### src/rtl/cl_ocl_cfg_xbar.sv
// AXI4-Lite slave on the OCL BAR that decodes each access onto one of NUM_SLV cfg-bus targets.
// One access in flight; read/write round-robin, ack timeout (SLVERR), DECERR, FLR abort.
//
// state  | meaning
// S_IDLE | waiting for AW+W or AR, grant made combinationally
// S_REQ  | cfg_wr/cfg_rd pulse to the selected target (or DECERR if unmapped)
// S_WAIT | waiting for cfg_ack[idx] or the ack timeout
// S_RESP | B or R response held until the master accepts it
module cl_ocl_cfg_xbar #(
    parameter int NUM_SLV      = 16,
    parameter int SLV_WIN_BITS = 8,
    parameter int TIMEOUT_CYC  = 256,
    parameter int ERR_CNT_W    = 16
) (
    input  logic                    clk,
    input  logic                    sync_rst,
    input  logic                    flr_assert,
    input  logic [31:0]             s_awaddr,
    input  logic                    s_awvalid,
    output logic                    s_awready,
    input  logic [31:0]             s_wdata,
    input  logic [3:0]              s_wstrb,
    input  logic                    s_wvalid,
    output logic                    s_wready,
    output logic [1:0]              s_bresp,
    output logic                    s_bvalid,
    input  logic                    s_bready,
    input  logic [31:0]             s_araddr,
    input  logic                    s_arvalid,
    output logic                    s_arready,
    output logic [31:0]             s_rdata,
    output logic [1:0]              s_rresp,
    output logic                    s_rvalid,
    input  logic                    s_rready,
    output logic [NUM_SLV*32-1:0]   cfg_addr,
    output logic [NUM_SLV*32-1:0]   cfg_wdata,
    output logic [NUM_SLV*4-1:0]    cfg_wstrb,
    output logic [NUM_SLV-1:0]      cfg_wr,
    output logic [NUM_SLV-1:0]      cfg_rd,
    input  logic [NUM_SLV-1:0]      cfg_ack,
    input  logic [NUM_SLV*32-1:0]   cfg_rdata,
    output logic [ERR_CNT_W-1:0]    err_cnt
);

    typedef enum logic [1:0] {S_IDLE, S_REQ, S_WAIT, S_RESP} state_t;

    localparam logic [1:0]  RESP_OKAY   = 2'b00;
    localparam logic [1:0]  RESP_SLVERR = 2'b10;
    localparam logic [1:0]  RESP_DECERR = 2'b11;
    localparam logic [31:0] ERR_DATA    = 32'hdead_beef;
    localparam int          CNT_W       = (TIMEOUT_CYC > 1) ? $clog2(TIMEOUT_CYC) : 1;
    localparam int          TO_LAST     = (TIMEOUT_CYC > 0) ? TIMEOUT_CYC - 1 : 0;

    state_t             state;
    logic               rr_rd_next;
    logic [31:0]        lat_addr;
    logic [31:0]        lat_wdata;
    logic [3:0]         lat_wstrb;
    logic               lat_wr;
    logic               lat_in_range;
    logic [5:0]         idx;
    logic [CNT_W-1:0]   cnt;

    logic               wr_pend, rd_pend, can_grant, grant_wr, grant_rd;
    logic [31:0]        grant_addr;
    logic [5:0]         grant_idx;
    logic               grant_in_range;
    logic [63:0]        grant_sel;
    logic [63:0]        ack_pad;
    logic [63:0][31:0]  rdata_pad;

    // Targets are padded out to the full 6-bit index space so idx never selects past the ports.
    always_comb begin
        ack_pad   = '0;
        rdata_pad = '0;
        ack_pad[NUM_SLV-1:0] = cfg_ack;
        for (int i = 0; i < NUM_SLV; i++) begin
            rdata_pad[i] = cfg_rdata[i*32 +: 32];
        end
    end

    assign wr_pend        = s_awvalid & s_wvalid;
    assign rd_pend        = s_arvalid;
    assign can_grant      = (state == S_IDLE) & ~flr_assert & ~sync_rst;
    assign grant_wr       = can_grant & wr_pend & (~rd_pend | ~rr_rd_next);
    assign grant_rd       = can_grant & rd_pend & (~wr_pend |  rr_rd_next);
    assign grant_addr     = grant_wr ? s_awaddr : s_araddr;
    assign grant_idx      = grant_addr[SLV_WIN_BITS +: 6];
    assign grant_in_range = ({26'd0, grant_idx} < 32'(NUM_SLV));
    assign grant_sel      = 64'd1 << grant_idx;

    assign s_awready = grant_wr;
    assign s_wready  = grant_wr;
    assign s_arready = grant_rd;

    assign cfg_addr  = {NUM_SLV{lat_addr}};
    assign cfg_wdata = {NUM_SLV{lat_wdata}};
    assign cfg_wstrb = {NUM_SLV{lat_wstrb}};

    always_ff @(posedge clk) begin
        if (sync_rst) begin
            state        <= S_IDLE;
            rr_rd_next   <= 1'b1;
            lat_addr     <= '0;
            lat_wdata    <= '0;
            lat_wstrb    <= '0;
            lat_wr       <= 1'b0;
            lat_in_range <= 1'b0;
            idx          <= '0;
            cnt          <= '0;
            cfg_wr       <= '0;
            cfg_rd       <= '0;
            s_bvalid     <= 1'b0;
            s_rvalid     <= 1'b0;
            s_bresp      <= RESP_OKAY;
            s_rresp      <= RESP_OKAY;
            s_rdata      <= '0;
            err_cnt      <= '0;
        end else if (flr_assert) begin
            state    <= S_IDLE;
            cfg_wr   <= '0;
            cfg_rd   <= '0;
            s_bvalid <= 1'b0;
            s_rvalid <= 1'b0;
            cnt      <= '0;
        end else begin
            cfg_wr <= '0;
            cfg_rd <= '0;
            unique case (state)
                S_IDLE: begin
                    if (grant_wr || grant_rd) begin
                        lat_addr     <= grant_addr;
                        lat_wdata    <= s_wdata;
                        lat_wstrb    <= s_wstrb;
                        lat_wr       <= grant_wr;
                        lat_in_range <= grant_in_range;
                        idx          <= grant_idx;
                        rr_rd_next   <= grant_wr;
                        cnt          <= '0;
                        if (grant_in_range) begin
                            if (grant_wr) cfg_wr <= grant_sel[NUM_SLV-1:0];
                            else          cfg_rd <= grant_sel[NUM_SLV-1:0];
                        end
                        state <= S_REQ;
                    end
                end
                S_REQ: begin
                    if (lat_in_range) begin
                        state <= S_WAIT;
                    end else begin
                        s_bresp  <= RESP_DECERR;
                        s_rresp  <= RESP_DECERR;
                        s_rdata  <= ERR_DATA;
                        s_bvalid <= lat_wr;
                        s_rvalid <= ~lat_wr;
                        if (err_cnt != '1) err_cnt <= err_cnt + ERR_CNT_W'(1);
                        state <= S_RESP;
                    end
                end
                S_WAIT: begin
                    // Ack has priority over a timeout landing in the same cycle.
                    if (ack_pad[idx]) begin
                        s_bresp  <= RESP_OKAY;
                        s_rresp  <= RESP_OKAY;
                        s_rdata  <= rdata_pad[idx];
                        s_bvalid <= lat_wr;
                        s_rvalid <= ~lat_wr;
                        state    <= S_RESP;
                    end else if (TIMEOUT_CYC != 0 && cnt == CNT_W'(TO_LAST)) begin
                        s_bresp  <= RESP_SLVERR;
                        s_rresp  <= RESP_SLVERR;
                        s_rdata  <= ERR_DATA;
                        s_bvalid <= lat_wr;
                        s_rvalid <= ~lat_wr;
                        if (err_cnt != '1) err_cnt <= err_cnt + ERR_CNT_W'(1);
                        state <= S_RESP;
                    end else begin
                        cnt <= cnt + CNT_W'(1);
                    end
                end
                S_RESP: begin
                    if ((s_bvalid && s_bready) || (s_rvalid && s_rready)) begin
                        s_bvalid <= 1'b0;
                        s_rvalid <= 1'b0;
                        state    <= S_IDLE;
                    end
                end
                default: state <= S_IDLE;
            endcase
        end
    end

endmodule

### config.mk
export PLATFORM = sky130hd
export DESIGN_NAME = cl_ocl_cfg_xbar
export DESIGN_NICKNAME = d
export VERILOG_FILES = /design/src/rtl/cl_ocl_cfg_xbar.sv
export SDC_FILE = /design/constraint.sdc
export NUM_CORES = 1
export LEC_CHECK = 0
export CAP_MARGIN = 0
export CORE_AREA = 2 2 716 718
export CTS_BUF_LIST = sky130_fd_sc_hd__clkbuf_8
export DETAILED_ROUTE_END_ITERATION = 10
export DIE_AREA = 0 0 718 720
export PLACE_DENSITY = 0.3
export SETUP_SLACK_MARGIN = 0.15
export SKIP_LAST_GASP = 1
export SYNTH_ARGS = -nofsm -noshare
export SYNTH_HDL_FRONTEND = slang
export SYNTH_SLANG_ARGS = --single-unit
### constraint.sdc
create_clock -name clk -period 3 [get_ports clk]
set_input_delay 0.9 -clock clk [delete_from_list [all_inputs] [get_ports clk]]
set_output_delay 0.9 -clock clk [all_outputs]
set_load 0.05 [all_outputs]
==> summary.txt, run 1 <==
Clocking
  – Clock H-tree levels: 4
  – Clk sink count: 165
  – Hold-fix buffers, CTS: 0
  – Worst skew pair latency: 0.72 ns
  – Total CTS buffers: 21
  – Clk buf depth: 3
  – CTS root buf: clkbuf_8
  – CTS tree: built
  – Clk pin slew, worst setup/hold paths: 0.12 ns

Yosys
  – Post-synth EDFFs: 0
  – Seq cells post-synth: 165
  – Post-synthesis mux area share: 0.167
  – Synth Instances: 2042
  – Syn nets: 2685
  – Asr flop ratio synth: 0
  – Avg Cell Area, Syn: 8.80 um^2
  – Synth area leader: buf_4
  – Synth area leaders: buf_4 43%, dfxtp_1 18%, mux4_2 16%
  – Main combinational cell family by area after synthesis: buffers and inverters
  – Fraction of the mapped netlist area in adder cells: 0.00487
  – Seq/Total Area, Yosys: 0.184
  – Netlist cell types: 57
  – Synth Area in XOR/XNOR: 0
  – Synthesis warning total: 0
  – Post-synthesis simple-gate area fraction: 0.0875
  – Post-Syn Area: 18000 um^2
  – Top cell type's share of synthesized area: 0.428
  – Synth Area in Compound Gates: 0.0989
  – Commonest register cell after synthesis: dfxtp_1

Floorplanning
  – Die width: 718 um
  – Die area: 517000 um^2
  – Core area: 508000 um^2
  – Row count: 262
  – I/O pin count: 1813
  – Die Ht: 720 um
  – Effective utilization at floorplan: 0.0353

STA
  – Crit path time final: 3.08 ns
  – Worst slew pin tran: 0.959 ns
  – Endpoints failing setup: 1
  – Slew margin rel.: 0.361
  – Fmax: 0.324 GHz
  – Clock skew: 0.0654 ns
  – Crit share post-route: 1.03
  – RSZ-0062 raised after global routing: true
  – Fin Setup TNS: -0.0839 ns
  – Setup ws final: -0.0839 ns
  – Max Slew Vio Count: 0
  – Final hold vios: 0

Detailed routing
  – Vias: 18704
  – Routed Wire Length: 215 mm
  – Wire per inst: 22.0 um
  – DR pass1 iterations: 5
  – Antenna viol nets, final: 0
  – Residual DRC: 0
  – 1st-iter DRT viols: 786
  – Vias per inst: 1.91

Power
  – Leak pwr: 14.4 nW
  – Comb power frac: 0.586
  – Internal power: 6.02 mW
  – PwrDens: 280 nW/um^2
  – Switching Fraction: 0.494
  – Switching pwr: 5.87 mW
  – Peak supply drop: 0.317 mV
  – Flop pwr share: 0.197
  – Clk pwr share: 0.218
  – Pwr Total: 11.9 mW

Critical path
  – Most used cell, CP: buf_12
  – Worst r2r path cells: 8
  – Crit Path Category: input pin to output pin
  – Crit path launch: s_awvalid
  – Worst Setup Start Kind: input pin
  – Slowest stage cell, crit path: o2111ai_4
  – Worst path required time: 2.10 ns
  – Crit path to: s_arready
  – Crit Path Max Fanout: 3
  – RR Startpoint: lat_addr[8]
  – Slowest stage delay, CP: 0.28 ns
  – Reg2reg setup slack: 0.22 ns
  – Worst R2R End: err_cnt[12]
  – CP Data Arrival Time: 2.18 ns
  – Worst-path cell chain: clkdlybuf4s15_1 > nand2_4 > buf_4 > o2111ai_4 > inv_4 > buf_12 > buf_12
  – Worst setup EP type: output pin

Placement
  – Post-detail-place hpwl: 194 mm
  – Placed Cells: 9689
  – IO buf count: 1812
  – Final GP Congestion: 0.818
  – Placed Area: 41400 um^2

Layout
  – Final instance area: 42500 um^2
  – Layout cell share with drive strength beyond 1: 0.541
  – Area Overhead vs Synth: 136%
  – Fillers: 58891
  – Post-Layout Cell Count: 9800
  – Util after Layout: 0.0836
  – # nets final: 3650

Outcome
  – Failing checks: setup timing
  – Status: finished with violations

GRT
  – Total GRT Usage: 0.0793
  – Initial antenna violation count: 152
  – Vias in the first global route: 18735
  – Largest net degree at the start of global routing: 87
  – First-pass GRT wire length: 256 mm
  – Gr ovfl total: 0

Min path
  – Worst hold-check path type: flip-flop to flip-flop

Run
  – Max-Cap Viols: 0
[sequential cells by signal (all words and copies together) (netlist names)]
signal        count
state             2
s_rdata          32
lat_wr            1
s_rvalid          1
rr_rd_next        1
lat_addr         32
err_cnt          16
s_bvalid          1
cfg_wr           16
cfg_rd           16
lat_in_range      1
s_rresp           2
lat_wdata        32
lat_wstrb         4
cnt               8
[power by group through the flow]
stage	combinational (mW)	clock [mW]	sequential, mW
2_1_floorplan	3.78	0	2.63
3_3_place_gp	7.07	0	2.41
3_5_place_dp	7.06	0	2.41
4_1_cts	7.12	2.93	2.35
5_1_grt	7.21	2.90	2.35
6_report	6.96	2.59	2.34
[critical path, delay by kind of cell]
| kind | cells | cell delay, ns |
|---|---|---|
| buf+inv | 5 | 0.83 |
| compound gates | 1 | 0.28 |
| simple gates | 1 | 0.10 |
[area by class of cell]
cell class                 instances  area, um^2  area share
timing repair buffer            2064       23400       0.550
tap                             6732        8420       0.198
antenna                           51         128     0.00300
inverter                          33         136     0.00321
multi-input combinational        722        6600       0.155
clock inverter                    11         159     0.00374
clock buffer                      22         303     0.00713
sequential                       165        3360      0.0790
[metrics by stage]
stage | hold WS [ns] | worst slack, ns
after floorplan | 0.438 | 0.124
after global placement | 0.441 | -0.782
after detailed placement | 0.446 | -0.750
after CTS | 0.473 | -0.233
after global routing | 0.499 | -0.183
final | 0.471 | -0.0839
[synth_stat cells, drive strengths merged (14+ instances only)]
library cell,number
nor3,31
nand3,18
o31ai,14
a22o,25
a311oi,32
nor2,54
dfxtp,165
nor3b,14
inv,32
a221oi,48
a21oi,58
clkbuf,68
buf,1054
a22oi,24
mux4,130
nand2,167
[kinds of logic after synthesis]
family,count (synthesis)
compound gates,237
fa+ha+maj,7
buf+inv,1155
flops,165
mux,138
simple gates,340
[per-layer routing]
layer	track usage	vias up	part of all wire
met1	0.0836	9096	0.36
li1	-	8041	-
met4	0.0178	54	0.027
met3	0.0323	274	0.094
met2	0.146	1239	0.52
met5	0	-	0.0017
[cells in the final DEF, fill, tap and decap left out, drive strengths merged, types with 21 or more instances in the layout]
cell type and instances:
a311oi 32, buf 1133, a21oi 58, inv 36, nand2 167, mux4 130
a22o 25, diode 51, clkdlybuf4s50 630, a221oi 48, nor2 54, clkdlybuf4s15 220
nor3 31, dfxtp 165, a22oi 24, clkbuf 72, dlygate4sd2 21
[timing repair]
item	in CTS	in global routing
buffers inserted	19	5
endpoints found under the setup margin	572	63
cloned	3	0
resized for setup	836	103
pin swaps	2	1
[how the worst min path moves through the flow]
| stage | end | from | slack, ns | depth (start not counted) |
|---|---|---|---|---|
| 2_1_floorplan | cnt[6] | cnt[6] | 0.44 | 1 |
| 5_1_grt | lat_wstrb[1] | lat_wstrb[1] | 0.50 | 2 |
| 3_5_place_dp | lat_wdata[13] | lat_wdata[13] | 0.45 | 2 |
| 6_report | lat_wdata[13] | lat_wdata[13] | 0.47 | 2 |
| 3_3_place_gp | lat_wdata[13] | lat_wdata[13] | 0.44 | 2 |
| 4_1_cts | lat_wdata[13] | lat_wdata[13] | 0.47 | 2 |
(Power assumes the default switching activity.)
==> run 2, diff against run 1 <==
--- a/config.mk
+++ b/config.mk
@@ -6,4 +6,5 @@
 export NUM_CORES = 1
 export LEC_CHECK = 0
+export ABC_CLOCK_PERIOD_IN_PS = 3000
 export CAP_MARGIN = 0
 export CORE_AREA = 2 2 716 718
==> constraint.sdc (replaced) <==
create_clock -name clk -period 3 [get_ports clk]
set_input_delay 0.9 -clock clk [delete_from_list [all_inputs] [get_ports clk]]
set_output_delay 0.9 -clock clk [all_outputs]
set_load 0.1 [all_outputs]
==> run 2 against run 1 <==
Net effect:
- the flow still finishes with violations (setup timing)
- cell count is 0.31% lower
- clock skew hardly changed
- sequential power hardly changed
- global-route usage is 0.24 points higher
- clock-buffer cell count is 1 higher
- clock power is 8.1% lower
- combinational power is 52% higher
- total power is 29% higher
- die area stayed put
- fmax is 0.83% lower
- critical endpoint unchanged
- largest power group unchanged
==> summary.txt, run 2 (synthesis gave the netlist of run 1 again) <==
Outcome
  – Status: finished with violations
  – Failing checks: setup timing

Detailed routing
  – 1st-iter DRT viols: 879 (+12%)
  – Vias per inst: 1.91 (about the same)
  – Antenna viol nets, final: 0 (unchanged)
  – Vias: 18642 (-0.33%)
  – Routed Wire Length: 221 mm (+2.5%)
  – DR pass1 iterations: 5 (unchanged)
  – Wire per inst: 22.6 um (+2.8%)
  – Residual DRC: 0 (unchanged)

Critical path
  – CP bufs+invs: 5 (unchanged)
  – Crit path to: s_arready
  – RR Startpoint: lat_addr[8]
  – Most used cell, CP: buf_16
  – Worst-path cell chain: clkbuf_8 > nor2_4 > buf_12 > o2111ai_4 > inv_4 > buf_16 > buf_16
  – CP Data Arrival Time: 2.21 ns (+0.03 ns)
  – Worst setup EP type: output pin
  – Crit Path Category: input pin to output pin
  – Crit path launch: sync_rst
  – Slowest stage cell, crit path: buf_16
  – Worst Setup Start Kind: input pin
  – Slowest stage delay, CP: 0.21 ns (-0.07 ns)
  – Crit Path Max Fanout: 3 (unchanged)
  – Top delay family on crit path: buffers and inverters
  – Reg2reg setup slack: 0.23 ns (about the same)
  – Worst path required time: 2.10 ns (about the same)
  – Worst R2R End: err_cnt[15]
  – Levels on crit path: 7 (unchanged)
  – Worst r2r path cells: 9 (+1)

Clocking
  – Clock H-tree levels: 4 (unchanged)
  – Clk pin slew, worst setup/hold paths: 0.10 ns (-0.02 ns)
  – Worst skew pair latency: 0.68 ns (-0.04 ns)
  – Clk buf depth: 3 (unchanged)
  – Total CTS buffers: 21 (unchanged)
  – CTS tree: built
  – CTS root buf: clkbuf_8
  – Hold-fix buffers, CTS: 0 (unchanged)
  – Clk sink count: 165 (unchanged)

STA
  – Crit path time final: 3.11 ns (+0.0257 ns)
  – Crit share post-route: 1.04 (+0.00857)
  – Setup ws final: -0.110 ns (-0.0257 ns)
  – Fmax: 0.322 GHz (-0.83%)
  – Min Hold Slack: 0.465 ns (-0.00607 ns)
  – Max Slew Vio Count: 0 (unchanged)
  – Endpoints failing setup: 1 (unchanged)
  – Final hold vios: 0 (unchanged)
  – RSZ-0062 raised after global routing: true
  – Clock skew: 0.0650 ns (-0.000421 ns)
  – Worst slew pin tran: 1.07 ns (+0.107 ns)
  – Slew margin rel.: 0.289 (-0.0716)

Power
  – PwrDens: 317 nW/um^2 (+13%)
  – Peak supply drop: 0.337 mV (+6.3%)
  – Pwr Total: 15.3 mW (+29%)
  – Leak pwr: 16.2 nW (+13%)

Floorplanning
  – Row count: 262 (unchanged)
  – Die width: 718 um (unchanged)
  – Die area: 517000 um^2 (unchanged)
  – Die Ht: 720 um (unchanged)
  – Core area: 508000 um^2 (unchanged)
  – I/O pin count: 1813 (unchanged)
  – Effective utilization at floorplan: 0.0353 (unchanged)

GRT
  – Largest net degree at the start of global routing: 61 (-30%)
  – First-pass GRT wire length: 264 mm (+3.2%)
  – Total GRT Usage: 0.0817 (+0.00243)
  – Initial antenna violation count: 124 (-18%)
  – Vias in the first global route: 19108 (+2.0%)
  – Gr ovfl total: 0 (unchanged)

Min path
  – Hold Path Stages: 2 (unchanged)
  – Worst hold-check path type: flip-flop to flip-flop

Layout
  – Register area: 3350 um^2 (about the same)
  – Layout cell share with drive strength beyond 1: 0.546 (+0.00527)
  – Util after Layout: 0.0949 (+0.0114)
  – Most common cell after layout, fill and taps aside: buf_12
  – Fillers: 58211 (-1.2%)
  – Most frequent cells in the layout: 941 x buf_12, 630 x clkdlybuf4s50_1, 416 x buf_4
  – Largest registers: lat_addr (32), lat_wdata (32), s_rdata (32)
  – Area Overhead vs Synth: 169%
  – Multi-input gate area: 6620 um^2 (+0.19%)
  – # nets final: 3641 (-0.25%)

Placement
  – IO buf count: 1812 (unchanged)
  – Final GP Congestion: 0.824 (+0.66%)
  – Post-detail-place hpwl: 201 mm (+3.5%)
  – Place WS: -0.560 ns (+0.190 ns)

Run
  – Max-Cap Viols: 0 (unchanged)
## run 2: worst min path at each step
stage	slack, ns	from	end
4_1_cts	0.46	lat_wstrb[3]	lat_wstrb[3]
2_1_floorplan	0.44	cnt[6]	cnt[6]
3_3_place_gp	0.46	lat_wstrb[3]	lat_wstrb[3]
6_report	0.46	lat_wstrb[3]	lat_wstrb[3]
3_5_place_dp	0.45	lat_wstrb[3]	lat_wstrb[3]
5_1_grt	0.49	lat_wstrb[0]	lat_wstrb[0]
## run 2: stage by stage
| stage | TNS (ns) | instance area, um^2 | std cells |
|---|---|---|---|
| 2_1_floorplan | -0.0322 | 18000 | 2042 |
| 3_3_place_gp | -44.53 | 46900 | 9671 |
| 3_5_place_dp | -47.13 | 46900 | 9671 |
| 4_1_cts | -0.424 | 48100 | 9738 |
| 5_1_grt | -0.533 | 48200 | 9752 |
| 6_report | -0.110 | 48300 | 9770 |
## run 2: final cells by class
class | count | area share
well taps | 6732 | 0.175
multi-input cells | 722 | 0.137
inverters | 33 | 0.00288
clock buffers | 23 | 0.00656
flip-flops and latches | 165 | 0.0695
diodes | 30 | 0.00156
clock inverters | 10 | 0.00306
repair buffers | 2055 | 0.605
## run 2: timing repair
item	in CTS	in global routing
gates cloned	3	1
setup buffers	31	1
endpoints found under the setup margin	504	21
pin swaps	3	1
endpoints found under the hold margin	0	0
resized for setup	103	5
## run 2: per-layer routing
metal / wire length (um) / GRT usage
met1: 74300 / 0.0801
met2: 121000 / 0.159
met3: 20000 / 0.0338
met4: 5600 / 0.0173
met5: 205 / 0
## run 2: tightest hold or removal path, cell delays in order, from the launching register on
cell and delay [ns]:
dfxtp_1 0.32, nand2_1 0.05, a21oi_1 0.05
## run 2: power by group
group | internal, mW | switching [mW]
logic | 3.59 | 7.00
clock network | 0.998 | 1.38
registers | 2.24 | 0.0682
==> run 3, diff against run 2 <==
- CAP_MARGIN: 0 -> not set
- GPL_TIMING_DRIVEN: not set -> 0
==> run 3 against run 2 <==
Net effect:
- the run still ends with setup timing left
- non-clock buffer count rose by 1045
- worst hold slack improved by 0.0091 ns
- die area did not move
- clock power fell by 4%
- global-route usage rose by 1.2 points
- largest power group unchanged
- highest routed layer unchanged
==> summary.txt, run 3 (synthesis gave the netlist of run 1 again) <==
Clocking
  – Clk buf depth: 3 (unchanged)
  – CTS tree: built
  – Clock H-tree levels: 4 (unchanged)
  – Hold-fix buffers, CTS: 0 (unchanged)
  – Clk sink count: 165 (unchanged)
  – CTS root buf: clkbuf_8
  – Worst skew pair latency: 0.73 ns (+0.05 ns)
  – Total CTS buffers: 21 (unchanged)
  – Clk pin slew, worst setup/hold paths: 0.12 ns (+0.02 ns)

Detailed routing
  – Vias per inst: 2.09 (+9.5%)
  – Vias: 22639 (+21%)
  – DR pass1 iterations: 4 (-1)
  – 1st-iter DRT viols: 977 (+11%)
  – Wire per inst: 23.7 um (+5.0%)
  – Residual DRC: 0 (unchanged)
  – Antenna viol nets, final: 0 (unchanged)
  – Routed Wire Length: 257 mm (+17%)

STA
  – Max Slew Vio Count: 0 (unchanged)
  – Min Hold Slack: 0.474 ns (+0.00910 ns)
  – Worst slew pin tran: 1.07 ns (+0.00530 ns)
  – Fmax: 0.306 GHz (-4.9%)
  – Endpoints failing setup: 1 (unchanged)
  – Crit path time final: 3.27 ns (+0.161 ns)
  – Clock skew: 0.0867 ns (+0.0217 ns)
  – Crit share post-route: 1.09 (+0.0536)
  – RSZ-0062 raised after global routing: true
  – Setup ws final: -0.271 ns (-0.161 ns)
  – Final hold vios: 0 (unchanged)
  – Slew margin rel.: 0.286 (-0.00353)

Critical path
  – Worst-path cell chain: dlygate4sd2_1 > nand2_2 > o2111ai_4 > buf_12 > clkinv_8 > clkbuf_16 > buf_16
  – CP Data Arrival Time: 2.37 ns (+0.16 ns)
  – Worst r2r path cells: 13 (+4)
  – Worst setup EP type: output pin
  – Slowest stage cell, crit path: buf_16
  – Crit Path Max Fanout: 10 (+7)
  – Slowest stage delay, CP: 0.29 ns (+0.08 ns)
  – Crit Path Category: input pin to output pin
  – Worst R2R End: s_rdata[14]
  – Reg2reg setup slack: 0.04 ns (-0.19 ns)
  – RR Startpoint: lat_addr[8]
  – Worst path required time: 2.10 ns (about the same)
  – Worst Setup Start Kind: input pin

GRT
  – Met1 Use GR: 0.0938 (+0.0137)
  – Busiest grt layer: met2
  – Routing usage on met3: 0.0295 (-0.00429)
  – Vias in the first global route: 22481 (+18%)
  – Largest net degree at the start of global routing: 20 (-67%)
  – Total GRT Usage: 0.0937 (+0.0120)
  – Met2 Usage GRT: 0.187 (+0.0288)
  – First-pass GRT wire length: 302 mm (+14%)
  – Gr ovfl total: 0 (unchanged)
  – Initial antenna violation count: 155 (+25%)

Power
  – PwrDens: 320 nW/um^2 (+0.93%)
  – Peak supply drop: 0.269 mV (-20%)
  – Pwr Total: 14.7 mW (-4.1%)
  – Leak pwr: 19.2 nW (+18%)

Min path
  – Min-delay src: s_rdata[26]
  – WHS Endpoint: s_rdata[26]
  – Worst hold-check path type: flip-flop to flip-flop
  – Hold Path Stages: 2 (unchanged)

Run
  – Max-Cap Viols: 0 (unchanged)

Floorplanning
  – Row count: 262 (unchanged)
  – I/O pin count: 1813 (unchanged)
  – Die area: 517000 um^2 (unchanged)
  – Die Ht: 720 um (unchanged)
  – Effective utilization at floorplan: 0.0353 (unchanged)
  – Die width: 718 um (unchanged)
  – Core area: 508000 um^2 (unchanged)

Layout
  – Largest registers: lat_addr (32), lat_wdata (32), s_rdata (32)
  – Util after Layout: 0.0902 (-0.00472)
  – Most frequent cells in the layout: 1237 x buf_4, 660 x clkbuf_4, 630 x clkdlybuf4s50_1
  – Area Overhead vs Synth: 155%
  – Fillers: 59448 (+2.1%)
  – Most common cell after layout, fill and taps aside: buf_4
  – Final instance area: 45900 um^2 (-5.0%)
  – Layout cell share with drive strength beyond 1: 0.676 (+0.130)
  – # nets final: 4686 (+29%)

Placement
  – Post-detail-place hpwl: 227 mm (+13%)
  – Final GP Congestion: 0.823 (about the same)
  – IO buf count: 1811 (-0.055%)
  – Placed Area: 45200 um^2 (-3.7%)

Outcome
  – Status: finished with violations
  – Failing checks: setup timing
[run 3: report_power, final]
part | switching, mW | internal (mW)
Clock | 1.42 | 0.860
Combinational | 7.05 | 2.92
Sequential | 0.189 | 2.22
Total | 8.66 | 6.00
[run 3: layout make-up]
class,instances,area [um^2],share of cell area
Antenna cell,53,133,0.00289
Buffer,1122,8560,0.187
Clock buffer,21,289,0.00630
Clock inverter,12,133,0.00289
Inverter,33,154,0.00336
Multi-Input combinational cell,722,6950,0.152
Sequential cell,165,3560,0.0777
Tap cell,6732,8420,0.184
Timing Repair Buffer,1978,17600,0.385
[run 3: per-layer routing]
layer,vias to the layer above,share of wire
met4,28,0.028
met1,10839,0.36
li1,10151,-
met2,1314,0.54
met5,-,0.00069
met3,307,0.068
[run 3: repair_timing]
action	4_1_cts	5_1_grt
setup endpoints to repair	1307	1041
cloned	1	2
setup buffers	80	57
pin swaps	13	44
resized for setup	4291	2551
[run 3: how the worst max path moves through the flow]
| stage | from | end | cells past startpoint |
|---|---|---|---|
| 2_1_floorplan | sync_rst | s_arready | 6 |
| 6_report | s_awvalid | s_arready | 7 |
| 4_1_cts | state[1] | s_arready | 7 |
| 3_5_place_dp | flr_assert | s_arready | 7 |
| 5_1_grt | state[0] | s_arready | 7 |
| 3_3_place_gp | flr_assert | lat_addr[9] | 6 |
[run 3: worst max-delay path: cells and delay by family]
family | cells | cell delay, ns
buffers and inverters | 5 | 0.94
AOI/OAI and AO/OA | 1 | 0.22
and+or+nand+nor | 1 | 0.10
[run 3: per-stage QoR]
stage	instances	setup TNS (ns)	setup slack [ns]
floorplan	2042	-0.0322	-0.0322
global placement	10585	-999.27	-6.31
detailed placement	10612	-515.61	-2.85
CTS	10726	-132.52	-0.255
global route	10797	-0.537	-0.215
finish	10838	-0.271	-0.271
